`config.mk`:
```
export PLATFORM = sky130hd
export DESIGN_NAME = conv2d_stream_unpacker_flat
export DESIGN_NICKNAME = d
export VERILOG_FILES = /design/src/rtl/conv2d_stream_unpacker_if.sv /design/src/rtl/conv2d_stream_unpacker.sv /design/src/flat_wrapper.sv
export SDC_FILE = /design/constraint.sdc
export NUM_CORES = 1
export LEC_CHECK = 0
export ABC_AREA = 1
export CORE_ASPECT_RATIO = 0.75
export CORE_UTILIZATION = 47
export CTS_CLUSTER_DIAMETER = 150
export CTS_CLUSTER_SIZE = 16
export DETAILED_ROUTE_END_ITERATION = 8
export PLACE_DENSITY = 0.89
export SETUP_SLACK_MARGIN = 0.02
export SLEW_MARGIN = 20
export SYNTH_ARGS = -nofsm -noshare
export SYNTH_HDL_FRONTEND = slang
export SYNTH_SLANG_ARGS = --single-unit
export TNS_END_PERCENT = 20
```
`constraint.sdc`:
```
create_clock -name clk -period 1.7 [get_ports clk]
set_input_delay 0.17 -clock clk [delete_from_list [all_inputs] [get_ports clk]]
set_output_delay 0.17 -clock clk [all_outputs]
set_load 0.01 [all_outputs]
```
`src/rtl/conv2d_stream_unpacker_if.sv`:
```
// Stream bundle around the conv2d output unpacker.
//   in_*  : IN_W-bit pixel-vector stream (valid/ready) into the unpacker
//   m_*   : OUT_W-bit beat stream (valid/ready/last/user) out of the unpacker
// master : the unpacker side (sinks in_*, sources m_*)
// slave  : the environment side (sources in_*, sinks m_*)
interface conv2d_stream_unpacker_if #(
    parameter int IN_W  = 128,
    parameter int OUT_W = 64
);
    logic [IN_W-1:0]  in_data;
    logic             in_valid;
    logic             in_ready;
    logic [OUT_W-1:0] m_data;
    logic             m_valid;
    logic             m_ready;
    logic             m_last;
    logic             m_user;

    modport master (
        input  in_data, in_valid, m_ready,
        output in_ready, m_data, m_valid, m_last, m_user
    );

    modport slave (
        output in_data, in_valid, m_ready,
        input  in_ready, m_data, m_valid, m_last, m_user
    );
endinterface

```
`src/rtl/conv2d_stream_unpacker.sv`:
```
// conv2d_stream_unpacker
// Takes IN_W-bit activated pixel vectors and re-emits each one as BEATS
// OUT_W-bit beats (low slice first), tracking the output-frame position so
// the first beat of a frame carries m_user (SOF) and the final beat carries
// m_last. A frame_done pulse and a wrapping frame_count follow each frame.
// Ports:
//   clk, rst    : clock, synchronous active-high reset
//   bus         : in_* vector stream and m_* beat stream (master modport)
//   frame_done  : one-cycle pulse the cycle after the m_last handshake
//   frame_count : completed frames, wraps at 2^16
module conv2d_stream_unpacker #(
    parameter int IN_W      = 128,
    parameter int OUT_W     = 64,
    parameter int IMG_OUT_W = 30,
    parameter int IMG_OUT_H = 30
) (
    input  logic                            clk,
    input  logic                            rst,
    conv2d_stream_unpacker_if.master        bus,
    output logic                            frame_done,
    output logic [15:0]                     frame_count
);
    localparam int BEATS = IN_W / OUT_W;
    localparam int BW    = (BEATS > 1) ? $clog2(BEATS) : 1;
    localparam int CW    = (IMG_OUT_W > 1) ? $clog2(IMG_OUT_W) : 1;
    localparam int RW    = (IMG_OUT_H > 1) ? $clog2(IMG_OUT_H) : 1;

    typedef enum logic {IDLE, SEND} state_t;

    state_t                        state_q, state_d;
    logic [BEATS-1:0][OUT_W-1:0]   hold_q;
    logic [BW-1:0]                 beat_q;
    logic [CW-1:0]                 col_q;
    logic [RW-1:0]                 row_q;
    // Held low through reset and for one cycle after it, so in_ready only
    // rises the cycle after rst is released.
    logic                          run_q;

    logic in_rdy, load, beat_inc, pos_adv;
    logic last_beat, first_pix, last_pix, out_xfer;

    assign last_beat = (beat_q == BW'(BEATS - 1));
    assign first_pix = (col_q == '0) && (row_q == '0);
    assign last_pix  = (col_q == CW'(IMG_OUT_W - 1)) && (row_q == RW'(IMG_OUT_H - 1));

    assign bus.m_valid  = (state_q == SEND);
    assign bus.m_data   = hold_q[beat_q];
    assign bus.m_user   = bus.m_valid && first_pix && (beat_q == '0);
    assign bus.m_last   = bus.m_valid && last_pix && last_beat;
    assign bus.in_ready = in_rdy;
    assign out_xfer     = bus.m_valid && bus.m_ready;

    always_ff @(posedge clk) begin
        if (rst) state_q <= IDLE;
        else     state_q <= state_d;
    end

    // Next-state and handshake decode. In SEND a new vector is only taken
    // together with the final-beat handshake, which gives back-to-back
    // vectors with no bubble (in_ready depends combinationally on m_ready).
    always_comb begin
        state_d  = state_q;
        in_rdy   = 1'b0;
        load     = 1'b0;
        beat_inc = 1'b0;
        pos_adv  = 1'b0;
        case (state_q)
            IDLE: begin
                in_rdy = run_q;
                if (run_q && bus.in_valid) begin
                    load    = 1'b1;
                    state_d = SEND;
                end
            end
            SEND: begin
                in_rdy = last_beat && bus.m_ready;
                if (bus.m_ready) begin
                    if (!last_beat) begin
                        beat_inc = 1'b1;
                    end else begin
                        pos_adv = 1'b1;
                        if (bus.in_valid) load    = 1'b1;
                        else              state_d = IDLE;
                    end
                end
            end
            default: state_d = IDLE;
        endcase
    end

    always_ff @(posedge clk) begin
        if (rst) begin
            hold_q      <= '0;
            beat_q      <= '0;
            col_q       <= '0;
            row_q       <= '0;
            run_q       <= 1'b0;
            frame_done  <= 1'b0;
            frame_count <= '0;
        end else begin
            run_q      <= 1'b1;
            frame_done <= out_xfer && bus.m_last;
            if (out_xfer && bus.m_last)
                frame_count <= frame_count + 16'd1;

            if (load) begin
                hold_q <= bus.in_data;
                beat_q <= '0;
            end else if (beat_inc) begin
                beat_q <= beat_q + BW'(1);
            end

            // Position advances once per completed vector; wrapping both
            // counters at frame end makes the next vector the SOF.
            if (pos_adv) begin
                if (col_q == CW'(IMG_OUT_W - 1)) begin
                    col_q <= '0;
                    if (row_q == RW'(IMG_OUT_H - 1)) row_q <= '0;
                    else                              row_q <= row_q + RW'(1);
                end else begin
                    col_q <= col_q + CW'(1);
                end
            end
        end
    end
endmodule

```
`src/flat_wrapper.sv`:
```
// flat-port wrapper written by rule: the top's interface ports become plain ports
module conv2d_stream_unpacker_flat 
#(
    parameter int IN_W      = 128,
    parameter int OUT_W     = 64,
    parameter int IMG_OUT_W = 30,
    parameter int IMG_OUT_H = 30
)
  (clk, rst, frame_done, frame_count, bus_in_data, bus_in_valid, bus_m_ready, bus_in_ready, bus_m_data, bus_m_valid, bus_m_last, bus_m_user);
  conv2d_stream_unpacker_if #(.IN_W(IN_W), .OUT_W(OUT_W)) bus_i ();
  input  logic clk;
  input  logic rst;
  output logic frame_done;
  output logic [15:0] frame_count;
  input wire logic [$bits(bus_i.in_data)-1:0] bus_in_data;
  input wire logic [$bits(bus_i.in_valid)-1:0] bus_in_valid;
  input wire logic [$bits(bus_i.m_ready)-1:0] bus_m_ready;
  output wire logic [$bits(bus_i.in_ready)-1:0] bus_in_ready;
  output wire logic [$bits(bus_i.m_data)-1:0] bus_m_data;
  output wire logic [$bits(bus_i.m_valid)-1:0] bus_m_valid;
  output wire logic [$bits(bus_i.m_last)-1:0] bus_m_last;
  output wire logic [$bits(bus_i.m_user)-1:0] bus_m_user;
  assign bus_i.in_data = bus_in_data;
  assign bus_i.in_valid = bus_in_valid;
  assign bus_i.m_ready = bus_m_ready;
  assign bus_in_ready = bus_i.in_ready;
  assign bus_m_data = bus_i.m_data;
  assign bus_m_valid = bus_i.m_valid;
  assign bus_m_last = bus_i.m_last;
  assign bus_m_user = bus_i.m_user;
  conv2d_stream_unpacker #(.IN_W(IN_W), .OUT_W(OUT_W), .IMG_OUT_W(IMG_OUT_W), .IMG_OUT_H(IMG_OUT_H)) u_core (.clk(clk), .rst(rst), .bus(bus_i), .frame_done(frame_done), .frame_count(frame_count));
endmodule
```
# Yosys cells after proc, flatten, opt, wreduce, memory -nomap -nowiden
# Index checks and enable logic that the tools add are counted.
# word_totals
latchBits	0
ram_bits	0
mem_count	0
mem_bits_ro	0
regBits	158
input_bits	132
# op_classes
shifts	0
bitwise_logic	2
n_reduce_logical	14
muxes	20
n_lt_le_gt_ge	1
n_div	0
eq_ne	2
multipliers	0
n_addsub	4
# ops
op	n
2-to-1 mux 64 bit	2
adder 16 x 1 -> 16 bit, second input constant	1
2-to-1 mux 1 bit	13
adder 5 x 1 -> 5 bit, second input constant	2
== test 5 bit, second input constant	2
logical AND 1 bit	10
zero test 5 bit	2
2-to-1 mux 5 bit	2
one-hot mux 1 bit (2 select lines)	3
< comparator 1 x 2 -> 1 bit, second input constant	1
inverter 1 bit	2
AND reduction 2 bit	1
OR reduction 2 bit	1
adder 1 bit, second input constant	1

# Logic depth before layout (Yosys ltp)
# Gate-level depths: netlist (run 1).
# logic_depth
depth_word	5
depth_mapped	11
mapped_depth_nobuf	11

# Worst setup path before layout (run 1)
# Ideal clock, no wire load.
# synth_path
path_type	register to register
start	register u_core.state_q, in the netlist u_core.bus.m_valid
end	register u_core.hold_q[63] (netlist bit)
stages_incl_launch_ff	8
path_slack_ps	308
t_required_ps	1584
arrival_ps	1276
cell_sequence	dfxtp_1 -> nand3_4 -> nand2_4 -> nand2_4 -> buf_6 -> buf_2 -> o21ai_0 -> nor2_1
# synth_via
elab_chain_len	2
# synth_lines
element	line	source
start, declared	conv2d_stream_unpacker.sv:30	state_t state_q, state_d;
start signal, assigned	conv2d_stream_unpacker.sv:55	else state_q <= state_d;
inverter 1 bit	conv2d_stream_unpacker.sv:67	case (state_q)
one-hot mux 1 bit (2 select lines) *	conv2d_stream_unpacker.sv:67	
end signal, assigned	conv2d_stream_unpacker.sv:107	hold_q <= bus.in_data;
end, declared	conv2d_stream_unpacker.sv:31	logic [BEATS-1:0][OUT_W-1:0] hold_q;
# Mark *: on every way between the ends. The rest lies on a longest branch, timed or not.
# A chain may end at the register's enable or synchronous reset.

# Worst setup path in the final report (run 1)
# layout_path
start	register u_core.row_q[1]
end	output port bus_m_last
# layout_via
elab_chain_len	4
# layout_lines
element	line	source
start, declared	conv2d_stream_unpacker.sv:34	logic [RW-1:0] row_q;
start signal, assigned	conv2d_stream_unpacker.sv:119	else row_q <= row_q + RW'(1);
== test 5 bit	conv2d_stream_unpacker.sv:44	assign last_pix = (col_q == CW'(IMG_OUT_W - 1)) && (row_q == RW'(IMG_OUT_H - 1));
logical AND 1 bit	conv2d_stream_unpacker.sv:44	
logical AND 1 bit (2 in series)	conv2d_stream_unpacker.sv:49	assign bus.m_last = bus.m_valid && last_pix && last_beat;
end, declared	flat_wrapper.sv:21	output wire logic [$bits(bus_i.m_last)-1:0] bus_m_last;
# Every way passes these cells.

==> impl_metrics.env, run 1 <==
export IMPL_outcome="complete, but fails checks"
export IMPL_violations="negative setup slack"
export IMPL_max_stage_delay_ns=0.33
export IMPL_maxCapViolCount=0
export IMPL_p_per_area_nw_per_um2=903
export IMPL_path_clk_slew_ns=0.07
export IMPL_grt_overflow_total=0
export IMPL_rsz0062_at_grt="yes"
export IMPL_drt_pre_antenna_iters=7
export IMPL_core_area_um2=14000
export IMPL_layout_commonest_cell="nor2_1"
export IMPL_ir_drop_uv=647
export IMPL_fin_crit_ns=1.75
export IMPL_crit_path_frequent_cell="nand2_1"
export IMPL_required_ns=1.53
export IMPL_vias=7180
export IMPL_antenna_found_initial=0
export IMPL_die_x_um=142
export IMPL_sw_frac_of_total=0.264
export IMPL_slew_headroom=0.800
export IMPL_final_cell_mix="nor2_1 (285), nand2_1 (241), dfxtp_1 (154), clkdlybuf4s50_1 (149), o21ai_0 (103)"
export IMPL_hold_viol_final=0
export IMPL_synth_compound_area_frac=0.112
export IMPL_n_antenna_cell=0
export IMPL_clock_fmax_mhz=572
export IMPL_cts_path_max_buffers=2
export IMPL_path_class="flop to primary output"
export IMPL_synth_area_per_cell_um2=6.89
export IMPL_setup_viol=8
export IMPL_seq_area_um2=3170
export IMPL_p_total_uw=9080
export IMPL_critical_path_max_fanout=4
export IMPL_fillers=1129
export IMPL_finish_instance_area_um2=10100
export IMPL_multiInputGateArea_um2=3260
export IMPL_track_usage=0.272
export IMPL_p_int_uw=6680
export IMPL_synthesis_nets=1136
export IMPL_critPathLaunchType="flop"
export IMPL_p_sw_uw=2400
export IMPL_path_cells="inv_2 -> ha_2 -> nand2_1 -> nor2_2 -> nand2_1 -> nor2_4 -> buf_6"
export IMPL_drt_total_wl_um=20300
export IMPL_grt_max_degree=64
export IMPL_crit_family="simple AND/OR/NAND/NOR gates"
export IMPL_rows=37
export IMPL_hpwl_um=13700
export IMPL_placed_cells=1389
export IMPL_hold_worst_slack_ns=0.352
export IMPL_yosys_register_bits=158
export IMPL_clock_latency_ns=0.42
export IMPL_final_max_slew_viol_count=0
export IMPL_synth_top_family_by_area="simple AND/OR/NAND/NOR gates"
export IMPL_gp_congestion=0.881
export IMPL_cts_sinks=158
export IMPL_crit_arrival_ns=1.58
export IMPL_grt_first_pass_wirelength_um=32400
export IMPL_routedWlPerCell_um=14.1
export IMPL_synth_xor_area_share=0.00510
export IMPL_synthMuxAreaShare=0
export IMPL_final_nets=1368
export IMPL_die_h_um=107
export IMPL_drive_gt1_frac=0.151
export IMPL_drtIter0Drc=475
export IMPL_p_comb_frac=0.146
export IMPL_hold_class="input port to flop"
export IMPL_final_antenna_net_count=0
export IMPL_routed_via_density=5.00
export IMPL_cts_tree="built"
export IMPL_worst_pin_slew_ns=0.297
export IMPL_final_cells=1437
export IMPL_setup_ws_ns=-0.0478
export IMPL_synth_fa_ha_area_frac=0.0127
export IMPL_num_io_pins=217
export IMPL_crit_buf_inv=2
export IMPL_placed_area_um2=9340
export IMPL_fin_skew_ns=0.0104
export IMPL_die_area_um2=15100
export IMPL_cts_max_level=4
export IMPL_end_kind="primary output"
export IMPL_ys_seq_area_frac=0.460
export IMPL_pwr_share_clk=0.410
export IMPL_clockRootBuffer="clkbuf_16"
export IMPL_start_util=0.492
export IMPL_power_leakage_uw=0.00438
export IMPL_area_growth_pct=46.3
export IMPL_portBuffers=216
export IMPL_numCtsBuffers=17
export IMPL_p_seq_frac=0.444
export IMPL_synth_warning_count=0
export IMPL_drcViolationCount=0
export IMPL_cp_slowest_cell="dfxtp_1"
export IMPL_synthSimpleGateAreaFrac=0.338
export IMPL_ys_types=33
export IMPL_timing_final_crit_share=1.03
export IMPL_grt_pass1_vias=6870
export IMPL_syn_cell_area_um2=6870
export IMPL_synthCells=997
tightest hold or removal path, cell delays in order:
cell and delay (ns):
clkdlybuf4s50_1 0.39, o21ai_1 0.13, nor2_1 0.04
path summary, 6_finish.rpt:
path | from | to | cells past startpoint | slack, ns
min | bus_in_data[57] | u_core.hold_q[57] | 3 | 0.35
max reg2reg | u_core.beat_q | u_core.hold_q[117] | 8 | 0.11
max | u_core.row_q[1] | bus_m_last | 7 | -0.05
min reg2reg | u_core.hold_q[29] | u_core.hold_q[29] | 2 | 0.48
flip-flops by register name (all words and copies together) (netlist names):
name and flops:
u_core.bus.m_valid 1, u_core.frame_count 16, u_core.beat_q 1, u_core.hold_q 128, u_core.col_q 5, u_core.run_q 1, u_core.row_q 5, u_core.frame_done 1
Yosys cell counts:
library cell,number,share of area
ha_1,7,0.013
o21ai_1,28,0.020
nor2_4,1,0.0016
buf_2,8,0.0058
nor2_1,289,0.16
inv_1,31,0.017
nand3_4,1,0.0025
nand2_4,4,0.0066
buf_4,1,0.0011
nor2_8,1,0.0029
nand2_1,252,0.14
xor2_1,2,0.0025
a21oi_1,13,0.0095
nand3b_1,2,0.0022
buf_6,13,0.021
a21oi_2,2,0.0025
nor2_2,1,0.00091
o221ai_1,1,0.0013
buf_8,2,0.0044
clkbuf_2,8,0.0058
inv_2,4,0.0022
a211oi_1,2,0.0022
buf_1,2,0.0011
nor3_1,8,0.0058
a31oi_1,1,0.00091
o21ai_0,103,0.075
xnor2_1,2,0.0025
nand3_1,17,0.012
dfxtp_1,158,0.46
nand4_1,6,0.0055
nor3b_1,1,0.0011
nor4_1,1,0.00091
clkbuf_1,25,0.014
power groups by stage:
stage | sequential, µW | clock, µW | combinational (µW)
after detailed placement | 4110 | 0 | 1340
after global placement | 4100 | 0 | 1320
after global routing | 4060 | 3940 | 1460
final | 4030 | 3720 | 1330
after CTS | 4030 | 3770 | 1330
after floorplan | 4090 | 0 | 655
cell type report:
| cell class | instances | share of cell area |
|---|---|---|
| multi-input combinational | 745 | 0.325 |
| inverter | 35 | 0.0147 |
| clock inverter | 14 | 0.0144 |
| tap | 195 | 0.0243 |
| timing repair buffer | 272 | 0.264 |
| clock buffer | 18 | 0.0427 |
| sequential | 158 | 0.315 |
stage by stage:
stage / utilization / setup TNS (ns) / worst slack (ns)
6_report: 0.719 / -0.184 / -0.0478
5_1_grt: 0.719 / -1.22 / -0.143
4_1_cts: 0.723 / -2.48 / -0.230
3_5_place_dp: 0.668 / -0.164 / -0.121
3_3_place_gp: 0.668 / -0.0487 / -0.0487
2_1_floorplan: - / 0 / 0.308
repair_timing:
action	4_1_cts	5_1_grt
buffers inserted	5	5
hold buffers	0	0
gates cloned	6	1
resized for setup	185	81
pin swaps	2	10
endpoints found under the setup margin	67	75
kinds of logic (layout without fill, tap and decap cells):
kind of cell | count (synthesis) | after routing
DFF | 158 | 158
adders and majority gates | 7 | 7
buffers and inverters | 94 | 339
and+or+nand+nor | 584 | 584
xor gates and xnor gates | 4 | 4
AOI/OAI and AO/OA | 150 | 150
per-layer routing:
layer / GRT usage / up-vias / wire [µm]
met5: 0 / - / 0
met4: 0.0914 / 0 / 301
met3: 0.0692 / 27 / 1400
met2: 0.476 / 241 / 9890
met1: 0.324 / 3304 / 8730
li1: - / 3608 / -
(Power assumes the default switching activity.)
==> run 2: changes to the inputs <==
ABC_CLOCK_PERIOD_IN_PS = 1700   (was not set)
CORE_UTILIZATION = 48   (was 47)
CTS_BUF_LIST = sky130_fd_sc_hd__clkbuf_4 sky130_fd_sc_hd__clkbuf_8   (was not set)
PLACE_DENSITY = 0.9   (was 0.89)
==> run 2 against run 1 <==
Against the previous run:
- the flow still finishes with violations (negative setup slack)
- count of clock-buffer cells in the layout did not move
- clock power shrank 24%
- die area down 2.0%
- combinational power rose by 5%
- sequential power about the same
- cell count is 1.5% lower
==> impl_metrics.env, run 2 (same netlist as run 1, synthesis figures left out) <==
export IMPL_p_sw_uw=2390
export IMPL_maxCapViolCount=0
export IMPL_cts_sinks=158
export IMPL_p_int_uw=5870
export IMPL_p_comb_frac=0.169
export IMPL_routedWlPerCell_um=15.0
export IMPL_grt_overflow_total=0
export IMPL_worst_pin_slew_ns=0.309
export IMPL_p_per_area_nw_per_um2=816
export IMPL_clock_latency_ns=0.45
export IMPL_ctsHoldBuffers=0
export IMPL_die_h_um=106
export IMPL_n_antenna_cell=0
export IMPL_layout_commonest_cell="nor2_1"
export IMPL_required_ns=1.53
export IMPL_drtIter0Drc=548
export IMPL_die_x_um=140
export IMPL_min_delay_start="bus_in_data[55]"
export IMPL_cts_path_max_buffers=2
export IMPL_largest_register="u_core.hold_q"
export IMPL_hold_end="u_core.hold_q[55]"
export IMPL_critPathLaunchType="flop"
export IMPL_portBuffers=216
export IMPL_grt_pass1_vias=6679
export IMPL_grt_first_pass_wirelength_um=31900
export IMPL_area_growth_pct=47.3
export IMPL_regToRegStartpoint="u_core.beat_q"
export IMPL_rows=37
export IMPL_worst_r2r_cell_count=9
export IMPL_num_io_pins=217
export IMPL_slew_headroom=0.793
export IMPL_drive_gt1_frac=0.190
export IMPL_timing_final_crit_share=1.02
export IMPL_numCtsBuffers=17
export IMPL_setup_ws_ns=-0.0296
export IMPL_gp_congestion=0.897
export IMPL_fin_setup_tns_ns=-0.0296
export IMPL_final_antenna_net_count=0
export IMPL_crit_arrival_ns=1.56
export IMPL_final_nets=1366
export IMPL_path_clk_slew_ns=0.11
export IMPL_sw_frac_of_total=0.289
export IMPL_start_util=0.497
export IMPL_largest_reg_flops=128
export IMPL_routed_via_density=5.13
export IMPL_rr_endpoint="u_core.hold_q[52]"
export IMPL_hold_worst_slack_ns=0.298
export IMPL_grt_max_degree=78
export IMPL_clock_fmax_mhz=578
export IMPL_hpwl_um=12900
export IMPL_antenna_found_initial=0
export IMPL_pwr_share_clk=0.342
export IMPL_violations="negative setup slack"
export IMPL_setup_viol=1
export IMPL_outcome="complete, but fails checks"
export IMPL_die_area_um2=14800
export IMPL_fin_skew_ns=0.0184
export IMPL_critical_path_max_fanout=13
export IMPL_drt_pre_antenna_iters=6
export IMPL_hold_viol_final=0
export IMPL_vias=7258
export IMPL_cts_tree="built"
export IMPL_r2r_slack_ns=0.03
export IMPL_end_kind="primary output"
export IMPL_reg_largest_list="u_core.hold_q (128), u_core.frame_count (16)"
export IMPL_power_leakage_uw=0.00442
export IMPL_hold_class="input port to flop"
export IMPL_clockRootBuffer="clkbuf_8"
export IMPL_final_max_slew_viol_count=0
export IMPL_rsz0062_at_grt="yes"
export IMPL_ir_drop_uv=708
export IMPL_drcViolationCount=0
export IMPL_fillers=1072
export IMPL_cts_max_level=4
export IMPL_path_class="flop to primary output"
export IMPL_final_cell_mix="nor2_1 (285), nand2_1 (208), dfxtp_1 (149), clkdlybuf4s50_1 (147), o21ai_0 (92)"
export IMPL_p_seq_frac=0.489
export IMPL_crit_start="u_core.beat_q"
export IMPL_drt_total_wl_um=21200
export IMPL_track_usage=0.272
export IMPL_fin_crit_ns=1.73
export IMPL_hold_depth=3
export IMPL_core_area_um2=13800
==> run 2: changes by cell type in the layout (fill, tap and decap cells not counted), sizes merged <==
cell,delta
clkinvlp,+2
dlygate4sd2,+1
clkbuf,-19
bufbuf,-1
inv,-3
clkdlybuf4s15,-13
clkdlybuf4s50,-2
clkinv,+2
buf,+31
==> run 2: worst max-delay path by stage <==
stage / endpoint
final: bus_in_ready
after global routing: bus_in_ready
after CTS: bus_m_data[57]
after detailed placement: bus_m_last
after global placement: bus_m_last
after floorplan: u_core.hold_q[63]
==> run 2: critical path, stage by stage, from the launching register on <==
cell,delay (ns)
dfxtp_4,0.48
buf_4,0.16
buf_12,0.13
nand3_4,0.09
nand2_4,0.10
buf_2,0.14
==> run 2: what timing repair did <==
item	4_1_cts	5_1_grt
pin swaps	4	39
gates resized for setup	223	189
endpoints found under the setup margin	69	90
buffers inserted	9	3
hold endpoints to repair	0	0
gates cloned	6	8
==> run 2: layout make-up <==
class | instances | area (µm²) | share of cell area
Inverter | 35 | 160 | 0.0158
Sequential cell | 158 | 3180 | 0.314
Timing Repair inverter | 1 | 16.3 | 0.00161
Tap cell | 175 | 219 | 0.0216
Multi-Input combinational cell | 745 | 3440 | 0.340
Clock buffer | 18 | 241 | 0.0239
Timing Repair Buffer | 269 | 2710 | 0.268
Clock inverter | 14 | 150 | 0.0148
==> run 2: per-stage QoR <==
stage | setup slack, ns | instance area, µm² | cells | power (µW) | util
2_1_floorplan | 0.308 | 6870 | 997 | 4740 | -
3_3_place_gp | -0.0381 | 9260 | 1360 | 5410 | 0.669
3_5_place_dp | -0.156 | 9260 | 1360 | 5450 | 0.669
4_1_cts | -0.114 | 9900 | 1407 | 8200 | 0.715
5_1_grt | -0.0889 | 10100 | 1415 | 8620 | 0.731
6_report | -0.0296 | 10100 | 1415 | 8260 | 0.731
==> run 2: metal layers <==
metal,GRT usage,part of all wire
met1,0.332,0.42
met2,0.443,0.47
met3,0.0900,0.084
met4,0.106,0.020
met5,0,0
==> run 2: power by group through the flow <==
stage,clock (µW),combinational (µW),sequential (µW)
2_1_floorplan,0,655,4090
3_5_place_dp,0,1340,4110
4_1_cts,2840,1330,4020
3_3_place_gp,0,1310,4100
5_1_grt,3020,1530,4070
6_report,2830,1400,4040
==> run 3: changes to the inputs <==
CORE_UTILIZATION = 35   (was 48)
PLACE_DENSITY = 0.71   (was 0.9)
SETUP_SLACK_MARGIN = 0.3   (was 0.02)
==> run 3 against run 2 <==
Against the previous run:
- worst setup slack got worse by 0.0099 ns
- utilization fell by 14 points
- total power rose by 6.5%
- clock skew fell by 0.0054 ns
- routed wire length rose by 11%
- global-route usage fell by 6.6 points
- the flow still finishes with violations (negative setup slack)
- maximum frequency fell by 0.57%
- sequential power barely moved
- sequential cell count did not move
- critical path depth rose by 6
==> impl_metrics.env, run 3 (same netlist as run 1, synthesis figures left out) <==
export IMPL_outcome="complete, but fails checks"
export IMPL_violations="negative setup slack"
export IMPL_power_leakage_uw=0.00491
export IMPL_cts_path_max_buffers=2
export IMPL_start_util=0.365
export IMPL_grt_max_degree=79
export IMPL_setup_viol=19
export IMPL_drt_pre_antenna_iters=4
export IMPL_maxCapViolCount=0
export IMPL_final_max_slew_viol_count=0
export IMPL_p_per_area_nw_per_um2=791
export IMPL_path_cells="buf_6 -> buf_12 -> nand3_4 -> nand2_8 -> nand2_8 -> buf_16 -> clkinv_16 -> buf_12 -> clkbuf_16 -> nor2_2 -> nor2_1"
export IMPL_gp_congestion=0.891
export IMPL_die_area_um2=20200
export IMPL_path_clk_slew_ns=0.10
export IMPL_critical_path_max_fanout=6
export IMPL_final_antenna_net_count=0
export IMPL_dpl_worst_slack_ns=-0.0782
export IMPL_crit_arrival_ns=2.08
export IMPL_drtIter0Drc=353
export IMPL_clockRootBuffer="clkbuf_8"
export IMPL_seq_area_um2=3180
export IMPL_fin_skew_ns=0.0130
export IMPL_rows=43
export IMPL_cts_sinks=158
export IMPL_drive_gt1_frac=0.265
export IMPL_cp_slowest_cell="dfxtp_4"
export IMPL_ctsHoldBuffers=0
export IMPL_clock_latency_ns=0.45
export IMPL_hold_class="input port to flop"
export IMPL_grt_first_pass_wirelength_um=32400
export IMPL_routed_via_density=4.78
export IMPL_grt_pass1_vias=6525
export IMPL_crit_family="buffers and inverters"
export IMPL_cts_tree="built"
export IMPL_fin_crit_ns=1.74
export IMPL_rsz0062_at_grt="yes"
export IMPL_drcViolationCount=0
export IMPL_die_x_um=164
export IMPL_p_total_uw=8800
export IMPL_final_nets=1393
export IMPL_path_class="flop to flop"
export IMPL_core_area_um2=18800
export IMPL_routedWlPerCell_um=15.5
export IMPL_setup_ws_ns=-0.0395
export IMPL_max_stage_delay_ns=0.39
export IMPL_worst_pin_slew_ns=0.543
export IMPL_layout_commonest_cell="nor2_1"
export IMPL_required_ns=2.04
export IMPL_ir_drop_uv=688
export IMPL_area_growth_pct=61.8
export IMPL_largest_register="u_core.hold_q"
export IMPL_drt_total_wl_um=23500
export IMPL_hold_viol_final=0
export IMPL_multiInputGateArea_um2=3770
export IMPL_end_kind="flop"
export IMPL_clock_fmax_mhz=575
export IMPL_portBuffers=216
export IMPL_n_antenna_cell=0
export IMPL_cts_max_level=4
export IMPL_timing_final_crit_share=1.02
export IMPL_vias=7243
export IMPL_reg_largest_list="u_core.hold_q (128), u_core.frame_count (16)"
export IMPL_die_h_um=123
export IMPL_grt_overflow_total=0
export IMPL_final_cell_mix="nor2_1 (261), nand2_1 (221), dfxtp_1 (144), clkdlybuf4s50_1 (131), o21ai_2 (46)"
export IMPL_antenna_found_initial=0
export IMPL_num_io_pins=217
export IMPL_hpwl_um=13400
export IMPL_track_usage=0.206
export IMPL_numCtsBuffers=17
export IMPL_critPathLaunchType="flop"
export IMPL_largest_reg_flops=128
export IMPL_crit_buf_inv=6
export IMPL_slew_headroom=0.638
export IMPL_fillers=1737
run 3: worst paths after layout:
check | startpoint | endpoint | slack, ns | cells after the start
setup / recovery | u_core.beat_q | u_core.hold_q[6] | -0.04 | 11
hold / removal | bus_in_data[127] | u_core.hold_q[127] | 0.32 | 3
setup reg to reg | u_core.beat_q | u_core.hold_q[6] | -0.04 | 11
hold reg to reg | u_core.hold_q[75] | u_core.hold_q[75] | 0.48 | 2
run 3: layout make-up:
cell class | instances | share of cell area
multi-input combinational | 746 | 0.339
timing repair buffer | 295 | 0.291
sequential | 158 | 0.286
tap | 247 | 0.0278
clock buffer | 19 | 0.0229
clock inverter | 13 | 0.0161
inverter | 35 | 0.0159
timing repair inverter | 1 | 0.00180
run 3: power by group:
group / internal [µW] / switching [µW] / leakage (µW)
Clock: 1540 / 1520 / 0.000217
Sequential: 3920 / 131 / 0.00130
Combinational: 889 / 793 / 0.00339
Total: 6350 / 2450 / 0.00491
run 3: per-stage QoR:
stage	instance area (µm²)	util	hold slack [ns]	setup TNS, ns	instances
final	11100	0.591	0.319	-0.318	1514
after global routing	11100	0.591	0.312	-7.24	1514
after CTS	10200	0.541	0.285	-0.680	1484
after detailed placement	9400	0.499	0.471	-1.13	1440
after global placement	9400	0.499	0.462	-0.237	1440
after floorplan	6870	-	0.318	0	997
run 3: layer usage:
metal | vias to the layer above | share of wire | global-route usage
met4 | 0 | 0.0071 | 0.0469
met5 | - | 0 | 0
met2 | 222 | 0.46 | 0.341
met1 | 3346 | 0.45 | 0.249
li1 | 3661 | - | -
met3 | 14 | 0.084 | 0.0829
run 3: repair_timing:
| item | in CTS | in global routing |
|---|---|---|
| gates resized for setup | 426 | 156 |
| setup buffers | 7 | 14 |
| pin swaps | 31 | 82 |
| hold endpoints to repair | 0 | 0 |
| gates cloned | 5 | 16 |
| setup endpoints to repair | 238 | 227 |
run 3: worst reg2reg max path, cell delays in order, from the launching register on:
cell and delay [ns]:
dfxtp_4 0.39, buf_6 0.14, buf_12 0.13, nand3_4 0.10, nand2_8 0.08, nand2_8 0.08
buf_16 0.19, clkinv_16 0.12, buf_12 0.14, clkbuf_16 0.15, nor2_2 0.08, nor2_1 0.04
